### src/rtl/axi_rd_arbiter_if.sv
// ============================================================================
// Module   : axi_rd_arbiter_if
// Brief    : Bundled AR/R upstream and downstream signals of the read arbiter.
// Revision : 1.0 - initial release
// ============================================================================
`default_nettype none

interface axi_rd_arbiter_if #(
    parameter int N_MST  = 2,
    parameter int ADDR_W = 32,
    parameter int DATA_W = 32,
    parameter int ID_W   = 4
);
    logic [N_MST-1:0]        s_ar_valid_i;
    logic [N_MST*ADDR_W-1:0] s_ar_addr_i;
    logic [N_MST*8-1:0]      s_ar_len_i;
    logic [N_MST*3-1:0]      s_ar_size_i;
    logic [N_MST*2-1:0]      s_ar_burst_i;
    logic [N_MST-1:0]        s_ar_ready_o;
    logic [N_MST-1:0]        s_r_valid_o;
    logic [DATA_W-1:0]       s_r_data_o;
    logic [1:0]              s_r_resp_o;
    logic                    s_r_last_o;
    logic [N_MST-1:0]        s_r_ready_i;
    logic                    m_ar_valid_o;
    logic [ADDR_W-1:0]       m_ar_addr_o;
    logic [ID_W-1:0]         m_ar_id_o;
    logic [7:0]              m_ar_len_o;
    logic [2:0]              m_ar_size_o;
    logic [1:0]              m_ar_burst_o;
    logic                    m_ar_ready_i;
    logic                    m_r_valid_i;
    logic [DATA_W-1:0]       m_r_data_i;
    logic [1:0]              m_r_resp_i;
    logic                    m_r_last_i;
    logic [ID_W-1:0]         m_r_id_i;
    logic                    m_r_ready_o;
    logic [N_MST-1:0]        grant_o;
    logic                    busy_o;

    // Arbiter side
    modport slave (
        input  s_ar_valid_i, s_ar_addr_i, s_ar_len_i, s_ar_size_i, s_ar_burst_i,
        input  s_r_ready_i, m_ar_ready_i, m_r_valid_i, m_r_data_i, m_r_resp_i,
        input  m_r_last_i, m_r_id_i,
        output s_ar_ready_o, s_r_valid_o, s_r_data_o, s_r_resp_o, s_r_last_o,
        output m_ar_valid_o, m_ar_addr_o, m_ar_id_o, m_ar_len_o, m_ar_size_o,
        output m_ar_burst_o, m_r_ready_o, grant_o, busy_o
    );

    // Environment side (upstream masters plus downstream slave)
    modport master (
        output s_ar_valid_i, s_ar_addr_i, s_ar_len_i, s_ar_size_i, s_ar_burst_i,
        output s_r_ready_i, m_ar_ready_i, m_r_valid_i, m_r_data_i, m_r_resp_i,
        output m_r_last_i, m_r_id_i,
        input  s_ar_ready_o, s_r_valid_o, s_r_data_o, s_r_resp_o, s_r_last_o,
        input  m_ar_valid_o, m_ar_addr_o, m_ar_id_o, m_ar_len_o, m_ar_size_o,
        input  m_ar_burst_o, m_r_ready_o, grant_o, busy_o
    );
endinterface

`default_nettype wire

### src/rtl/axi_rd_arbiter.sv
// ============================================================================
// Module   : axi_rd_arbiter
// Brief    : N-master to 1-slave AXI4 read arbiter, round-robin, one txn in flight.
// Revision : 1.0 - initial release
// ============================================================================
`default_nettype none

module axi_rd_arbiter #(
    parameter int N_MST  = 2,
    parameter int ADDR_W = 32,
    parameter int DATA_W = 32,
    parameter int ID_W   = 4
) (
    input  wire logic         clk_i,
    input  wire logic         rst_i,
    axi_rd_arbiter_if.slave   bus
);
    localparam int c_PTR_W = (N_MST > 1) ? $clog2(N_MST) : 1;

    typedef enum logic [1:0] {
        ST_IDLE = 2'd0,
        ST_ADDR = 2'd1,
        ST_DATA = 2'd2
    } state_t;

    state_t               r_state;
    state_t               w_state_nxt;
    logic [c_PTR_W-1:0]   r_last;
    logic [c_PTR_W-1:0]   r_gidx;
    logic [N_MST-1:0]     r_grant;
    logic                 r_ar_valid;
    logic [ADDR_W-1:0]    r_ar_addr;
    logic [ID_W-1:0]      r_ar_id;
    logic [7:0]           r_ar_len;
    logic [2:0]           r_ar_size;
    logic [1:0]           r_ar_burst;

    logic                 w_found;
    logic [c_PTR_W-1:0]   w_cand;
    logic [c_PTR_W-1:0]   w_win;
    logic [N_MST-1:0]     w_win_oh;
    logic                 w_ar_hs;
    logic                 w_r_done;

    // Search starts one past the last owner and wraps, giving round-robin order
    always_comb begin
        w_found = 1'b0;
        w_cand  = '0;
        w_win   = '0;
        for (int i = 0; i < N_MST; i++) begin
            w_cand = c_PTR_W'((int'(r_last) + 1 + i) % N_MST);
            if (!w_found && bus.s_ar_valid_i[w_cand]) begin
                w_found = 1'b1;
                w_win   = w_cand;
            end
        end
    end

    always_comb begin
        w_win_oh = '0;
        for (int k = 0; k < N_MST; k++) begin
            w_win_oh[k] = (w_win == c_PTR_W'(k));
        end
    end

    always_comb begin
        w_state_nxt      = r_state;
        w_ar_hs          = 1'b0;
        w_r_done         = 1'b0;
        bus.s_ar_ready_o = '0;
        bus.s_r_valid_o  = '0;
        bus.s_r_data_o   = '0;
        bus.s_r_resp_o   = 2'b00;
        bus.s_r_last_o   = 1'b0;
        bus.m_r_ready_o  = 1'b0;
        case (r_state)
            ST_IDLE: begin
                if (w_found) begin
                    bus.s_ar_ready_o = w_win_oh;
                    w_ar_hs          = 1'b1;
                    w_state_nxt      = ST_ADDR;
                end
            end
            ST_ADDR: begin
                if (bus.m_ar_ready_i) begin
                    w_state_nxt = ST_DATA;
                end
            end
            ST_DATA: begin
                bus.s_r_valid_o = bus.m_r_valid_i ? r_grant : '0;
                bus.m_r_ready_o = |(bus.s_r_ready_i & r_grant);
                bus.s_r_data_o  = bus.m_r_data_i;
                bus.s_r_last_o  = bus.m_r_last_i;
                // A beat tagged with someone else's ID is flagged as SLVERR
                bus.s_r_resp_o  = (bus.m_r_id_i != r_ar_id) ? 2'b10 : bus.m_r_resp_i;
                if (bus.m_r_valid_i && bus.m_r_ready_o && bus.m_r_last_i) begin
                    w_r_done    = 1'b1;
                    w_state_nxt = ST_IDLE;
                end
            end
            default: begin
                w_state_nxt = ST_IDLE;
            end
        endcase
    end

    always_ff @(posedge clk_i) begin
        if (!rst_i) begin
            r_state <= ST_IDLE;
        end else begin
            r_state <= w_state_nxt;
        end
    end

    always_ff @(posedge clk_i) begin
        if (!rst_i) begin
            r_last     <= c_PTR_W'(N_MST - 1);
            r_gidx     <= '0;
            r_grant    <= '0;
            r_ar_valid <= 1'b0;
            r_ar_addr  <= '0;
            r_ar_id    <= '0;
            r_ar_len   <= '0;
            r_ar_size  <= '0;
            r_ar_burst <= '0;
        end else begin
            if (w_ar_hs) begin
                r_gidx     <= w_win;
                r_grant    <= w_win_oh;
                r_ar_valid <= 1'b1;
                r_ar_addr  <= bus.s_ar_addr_i[w_win*ADDR_W +: ADDR_W];
                r_ar_len   <= bus.s_ar_len_i[w_win*8 +: 8];
                r_ar_size  <= bus.s_ar_size_i[w_win*3 +: 3];
                r_ar_burst <= bus.s_ar_burst_i[w_win*2 +: 2];
                r_ar_id    <= ID_W'(w_win);
            end
            if (r_state == ST_ADDR && bus.m_ar_ready_i) begin
                r_ar_valid <= 1'b0;
            end
            if (w_r_done) begin
                r_last  <= r_gidx;
                r_grant <= '0;
            end
        end
    end

    assign bus.m_ar_valid_o = r_ar_valid;
    assign bus.m_ar_addr_o  = r_ar_addr;
    assign bus.m_ar_id_o    = r_ar_id;
    assign bus.m_ar_len_o   = r_ar_len;
    assign bus.m_ar_size_o  = r_ar_size;
    assign bus.m_ar_burst_o = r_ar_burst;
    assign bus.grant_o      = r_grant;
    assign bus.busy_o       = (r_state != ST_IDLE);

endmodule

`default_nettype wire

### src/flat_wrapper.sv
// flat-port wrapper written by rule: the top's interface ports become plain ports
module axi_rd_arbiter_flat 
#(
    parameter int N_MST  = 2,
    parameter int ADDR_W = 32,
    parameter int DATA_W = 32,
    parameter int ID_W   = 4
)
  (clk_i, rst_i, bus_s_ar_valid_i, bus_s_ar_addr_i, bus_s_ar_len_i, bus_s_ar_size_i, bus_s_ar_burst_i, bus_s_r_ready_i, bus_m_ar_ready_i, bus_m_r_valid_i, bus_m_r_data_i, bus_m_r_resp_i, bus_m_r_last_i, bus_m_r_id_i, bus_s_ar_ready_o, bus_s_r_valid_o, bus_s_r_data_o, bus_s_r_resp_o, bus_s_r_last_o, bus_m_ar_valid_o, bus_m_ar_addr_o, bus_m_ar_id_o, bus_m_ar_len_o, bus_m_ar_size_o, bus_m_ar_burst_o, bus_m_r_ready_o, bus_grant_o, bus_busy_o);
  axi_rd_arbiter_if #(.N_MST(N_MST), .ADDR_W(ADDR_W), .DATA_W(DATA_W), .ID_W(ID_W)) bus_i ();
  input  wire logic clk_i;
  input  wire logic rst_i;
  input wire logic [$bits(bus_i.s_ar_valid_i)-1:0] bus_s_ar_valid_i;
  input wire logic [$bits(bus_i.s_ar_addr_i)-1:0] bus_s_ar_addr_i;
  input wire logic [$bits(bus_i.s_ar_len_i)-1:0] bus_s_ar_len_i;
  input wire logic [$bits(bus_i.s_ar_size_i)-1:0] bus_s_ar_size_i;
  input wire logic [$bits(bus_i.s_ar_burst_i)-1:0] bus_s_ar_burst_i;
  input wire logic [$bits(bus_i.s_r_ready_i)-1:0] bus_s_r_ready_i;
  input wire logic [$bits(bus_i.m_ar_ready_i)-1:0] bus_m_ar_ready_i;
  input wire logic [$bits(bus_i.m_r_valid_i)-1:0] bus_m_r_valid_i;
  input wire logic [$bits(bus_i.m_r_data_i)-1:0] bus_m_r_data_i;
  input wire logic [$bits(bus_i.m_r_resp_i)-1:0] bus_m_r_resp_i;
  input wire logic [$bits(bus_i.m_r_last_i)-1:0] bus_m_r_last_i;
  input wire logic [$bits(bus_i.m_r_id_i)-1:0] bus_m_r_id_i;
  output wire logic [$bits(bus_i.s_ar_ready_o)-1:0] bus_s_ar_ready_o;
  output wire logic [$bits(bus_i.s_r_valid_o)-1:0] bus_s_r_valid_o;
  output wire logic [$bits(bus_i.s_r_data_o)-1:0] bus_s_r_data_o;
  output wire logic [$bits(bus_i.s_r_resp_o)-1:0] bus_s_r_resp_o;
  output wire logic [$bits(bus_i.s_r_last_o)-1:0] bus_s_r_last_o;
  output wire logic [$bits(bus_i.m_ar_valid_o)-1:0] bus_m_ar_valid_o;
  output wire logic [$bits(bus_i.m_ar_addr_o)-1:0] bus_m_ar_addr_o;
  output wire logic [$bits(bus_i.m_ar_id_o)-1:0] bus_m_ar_id_o;
  output wire logic [$bits(bus_i.m_ar_len_o)-1:0] bus_m_ar_len_o;
  output wire logic [$bits(bus_i.m_ar_size_o)-1:0] bus_m_ar_size_o;
  output wire logic [$bits(bus_i.m_ar_burst_o)-1:0] bus_m_ar_burst_o;
  output wire logic [$bits(bus_i.m_r_ready_o)-1:0] bus_m_r_ready_o;
  output wire logic [$bits(bus_i.grant_o)-1:0] bus_grant_o;
  output wire logic [$bits(bus_i.busy_o)-1:0] bus_busy_o;
  assign bus_i.s_ar_valid_i = bus_s_ar_valid_i;
  assign bus_i.s_ar_addr_i = bus_s_ar_addr_i;
  assign bus_i.s_ar_len_i = bus_s_ar_len_i;
  assign bus_i.s_ar_size_i = bus_s_ar_size_i;
  assign bus_i.s_ar_burst_i = bus_s_ar_burst_i;
  assign bus_i.s_r_ready_i = bus_s_r_ready_i;
  assign bus_i.m_ar_ready_i = bus_m_ar_ready_i;
  assign bus_i.m_r_valid_i = bus_m_r_valid_i;
  assign bus_i.m_r_data_i = bus_m_r_data_i;
  assign bus_i.m_r_resp_i = bus_m_r_resp_i;
  assign bus_i.m_r_last_i = bus_m_r_last_i;
  assign bus_i.m_r_id_i = bus_m_r_id_i;
  assign bus_s_ar_ready_o = bus_i.s_ar_ready_o;
  assign bus_s_r_valid_o = bus_i.s_r_valid_o;
  assign bus_s_r_data_o = bus_i.s_r_data_o;
  assign bus_s_r_resp_o = bus_i.s_r_resp_o;
  assign bus_s_r_last_o = bus_i.s_r_last_o;
  assign bus_m_ar_valid_o = bus_i.m_ar_valid_o;
  assign bus_m_ar_addr_o = bus_i.m_ar_addr_o;
  assign bus_m_ar_id_o = bus_i.m_ar_id_o;
  assign bus_m_ar_len_o = bus_i.m_ar_len_o;
  assign bus_m_ar_size_o = bus_i.m_ar_size_o;
  assign bus_m_ar_burst_o = bus_i.m_ar_burst_o;
  assign bus_m_r_ready_o = bus_i.m_r_ready_o;
  assign bus_grant_o = bus_i.grant_o;
  assign bus_busy_o = bus_i.busy_o;
  axi_rd_arbiter #(.N_MST(N_MST), .ADDR_W(ADDR_W), .DATA_W(DATA_W), .ID_W(ID_W)) u_core (.clk_i(clk_i), .rst_i(rst_i), .bus(bus_i));
endmodule
### config.mk
export PLATFORM = sky130hd
export DESIGN_NAME = axi_rd_arbiter_flat
export DESIGN_NICKNAME = d
export VERILOG_FILES = /design/src/rtl/axi_rd_arbiter_if.sv /design/src/rtl/axi_rd_arbiter.sv /design/src/flat_wrapper.sv
export SDC_FILE = /design/constraint.sdc
export NUM_CORES = 1
export LEC_CHECK = 0
export BUFFER_PORTS_ARGS = -buffer_cell sky130_fd_sc_hd__buf_2
export CORE_MARGIN = 10
export CORE_UTILIZATION = 31
export CTS_BUF_LIST = sky130_fd_sc_hd__clkbuf_8
export DETAILED_ROUTE_END_ITERATION = 6
export PLACE_DENSITY = 0.7
export SLEW_MARGIN = 20
export SYNTH_ARGS = -nofsm -noshare
export SYNTH_HDL_FRONTEND = slang
export SYNTH_SLANG_ARGS = --single-unit
### constraint.sdc
create_clock -name clk_i -period 1.1 [get_ports clk_i]
set_input_delay 0.055 -clock clk_i [delete_from_list [all_inputs] [get_ports clk_i]]
set_output_delay 0.055 -clock clk_i [all_outputs]
set_load 0.03 [all_outputs]
==> flow_summary_export.csv <==
group,metric,value,unit
placement,portBuffers,226,
critical_path,path_cells,"xor2_2 > nor4_2 > and3_1 > buf_6",
critical_path,cp-start-kind,"register",
critical_path,worstPathBufferInverterCount,1,
run_status,status,"finished with violations",
pwr,p_per_area,1110,nW/um^2
floorplan,die-area,12800,sq um
grt,grt_pass1_wl,22000,um
critical_path,cp_num_cells,4,
critical_path,cp_slowest_cell,"dfxtp_2",
timing,fin_crit_sh,1.30,
yosys,synthCells,349,
critical_path,reg2reg_depth,6,
floorplan,fp.dieW,113,um
critical_path,r2r_end,"u_core.bus.m_ar_burst_o[0]",
pwr,p_leak,2.42,nW
critical_path,r2r-start,"u_core.r_state[0]",
final_layout,fin_util,0.639,
final_layout,drive_above_1_share,0.679,
yosys,syn_area_per_cell,7.72,sq um
final_layout,stdcell_area,5330,sq um
timing,fmax,0.699,GHz
route,vias,3812,
final_layout,seqCellArea,1060,sq um
yosys,synth_edf_count,0,
critical_path,cp-end-kind,"output pin",
min_path,hold-path-endpoint,"u_core.bus.m_ar_addr_o[7]",
timing,setup_viol,93,
pwr,irDropWorstVdd,615,uV
critical_path,worstPathRequired,1040,ps
grt,grtUsageTotal,0.211,
yosys,syn_area,2690,sq um
final_layout,finalNetCount,731,
placement,dp_slack,-194,ps
route,drtAntennaViolNets,0,
grt,grtUsageMet2,0.381,
grt,met3_usage,0.0586,
clock_tree,htreeDepth,2,
floorplan,initial_core_util,0.323,
placement,routabilityCongestion,0.878,
final_layout,n_fill_cell,697,
yosys,synthFlopType,"dfxtp_1",
yosys,yosysSeqAreaShare,0.386,
yosys,ys_ff_latch,52,
critical_path,critical_path_class,"register to output pin",
route,firstDrtPassIters,4,
yosys,ys_async_sr_fraction,0,
grt,antenna_found_initial,1,
timing,rsz0062_at_grt,"true",
min_path,hold_class,"input pin to register",
final_layout,mostFrequentLayoutCell,"buf_2",
route,viasPerCell,5.46,
run_status,violations,"negative setup slack",
clock_tree,cts_buffers,5,
timing,slew_viol_final,0,
timing,finalHoldViolCount,0,
clock_tree,clock_path_buffers,2,
flow_run,cap_violations,0,
final_layout,multi_input_area,1860,sq um
grt,use_met1,0.234,
grt,grt_overflow,0,
grt,grt_max_degree,38,
critical_path,crit_family,"simple AND/OR/NAND/NOR gates",
timing,fin_ws,-330,ps
floorplan,die_h,113,um
yosys,ys_warn_count,0,
clock_tree,clock-root-buffer,"clkbuf_8",
clock_tree,clkSinkCount,52,
critical_path,reg2reg_slack,-250,ps
timing,skew,5.97,ps
min_path,hp-start,"bus_s_ar_addr_i[7]",
min_path,hold_depth,3,
critical_path,cp_slowest_stage_delay,340,ps
floorplan,rows,33,
yosys,synth_cell_types,31,
route,post_drt_wl_per_cell,21.8,um
placement,dpl-instance-area,4120,sq um
floorplan,core,8340,sq um
route,routed_wl,15200,um
clock_tree,cts_tree,"done",
floorplan,ioPinCount,230,
clock_tree,clk_latency,300,ps
final_layout,areaGrowthSynthToFinish,97.8,%
critical_path,worstPathArrival,1380,ps
final_layout,mostFrequentLayoutCells,"buf_2, nand3_1, dfxtp_1, buf_6, a31oi_1",
grt,grt_pass1_vias,3929,
placement,dp_hpwl,9950,um
clock_tree,path_clk_slew,90,ps
timing,timing.setup.tns,-20970,ps
timing,fin_crit,1430,ps
critical_path,cp_max_fo,2,
route,drt-initial-drc-count,257,
grt,busiest_layer,"met2",
route,drc,0,
timing,holdWs,6.20,ps
power by group:
part | leakage, nW | internal (mW) | switching, mW
Combinational | 1.95 | 1.25 | 1.48
Clock | 0.0360 | 0.413 | 0.601
Sequential | 0.431 | 2.05 | 0.116
Total | 2.42 | 3.72 | 2.19
area by class of cell:
type,instances,share of cell area
Inverter,6,0.00564
Sequential cell,52,0.198
Multi-Input combinational cell,251,0.349
Timing Repair Buffer,278,0.409
Clock buffer,5,0.0129
Antenna cell,1,0.000470
Tap cell,105,0.0247
worst min-delay path, delay by kind of cell:
kind,cells,cell delay [ps]
buffers and inverters,1,100
AOI/OAI and AO/OA,1,60
and+or+nand+nor,1,40
logic make-up (layout without fill, tap and decap cells):
| kind of cell | count (synthesis) | in the layout | synth area share |
|---|---|---|---|
| other cells | 1 | 4 | 0.00139 |
| compound gates | 106 | 106 | 0.228 |
| flops | 52 | 52 | 0.386 |
| buf+inv | 48 | 289 | 0.0957 |
| simple gates | 141 | 141 | 0.285 |
| xor+xnor | 1 | 1 | 0.00325 |
metrics by stage:
stage | total power [mW] | cells
after global placement | 4.04 | 664
after global routing | 6.19 | 698
after detailed placement | 4.06 | 664
after floorplan | 3.27 | 351
after CTS | 5.76 | 693
final | 5.91 | 698
worst max-delay path by stage:
stage | start | to | slack (ps)
2_1_floorplan | u_core.r_gidx | bus_s_r_resp_o[1] | -10
3_3_place_gp | u_core.r_state[0] | u_core.bus.m_ar_addr_o[14] | -100
3_5_place_dp | u_core.r_state[0] | u_core.bus.m_ar_addr_o[24] | -190
4_1_cts | u_core.r_gidx | bus_s_r_resp_o[0] | -320
5_1_grt | u_core.r_state[0] | u_core.bus.m_ar_burst_o[0] | -400
6_report | u_core.r_gidx | bus_s_r_resp_o[0] | -330
state kept, by name, indices dropped and copies added, names as in the netlist:
name / flops
u_core.bus.grant_o: 2
u_core.bus.m_ar_addr_o: 32
u_core.bus.m_ar_burst_o: 2
u_core.bus.m_ar_len_o: 8
u_core.bus.m_ar_size_o: 3
u_core.bus.m_ar_valid_o: 1
u_core.r_gidx: 1
u_core.r_last: 1
u_core.r_state: 2
cells in the mapped netlist, types with 2 or more instances:
| cell | instances | share of area |
|---|---|---|
| o21ai_0 | 51 | 0.095 |
| nor2_1 | 2 | 0.0028 |
| and3_1 | 3 | 0.0070 |
| inv_1 | 5 | 0.0070 |
| a31oi_1 | 45 | 0.10 |
| buf_4 | 6 | 0.017 |
| buf_6 | 4 | 0.017 |
| nor2_2 | 2 | 0.0046 |
| a21oi_1 | 5 | 0.0093 |
| nand2b_1 | 2 | 0.0046 |
| and2_1 | 33 | 0.077 |
| clkbuf_2 | 2 | 0.0037 |
| nand3_1 | 90 | 0.17 |
| nand2_1 | 3 | 0.0042 |
| clkbuf_1 | 12 | 0.017 |
| dfxtp_1 | 52 | 0.39 |
| buf_2 | 18 | 0.033 |
repair_timing:
item	CTS	global route
buffers inserted	19	5
pin swaps	34	46
hold endpoints to repair	1	1
gates cloned	8	4
endpoints found under the setup margin	93	93
resized for setup	170	76
hold buffers	1	1
metal layers:
metal	up-vias	share of wire
met5	-	0
met4	0	0.023
met3	24	0.078
met2	219	0.52
met1	1814	0.38
li1	1755	-
(Power assumes the default switching activity.)
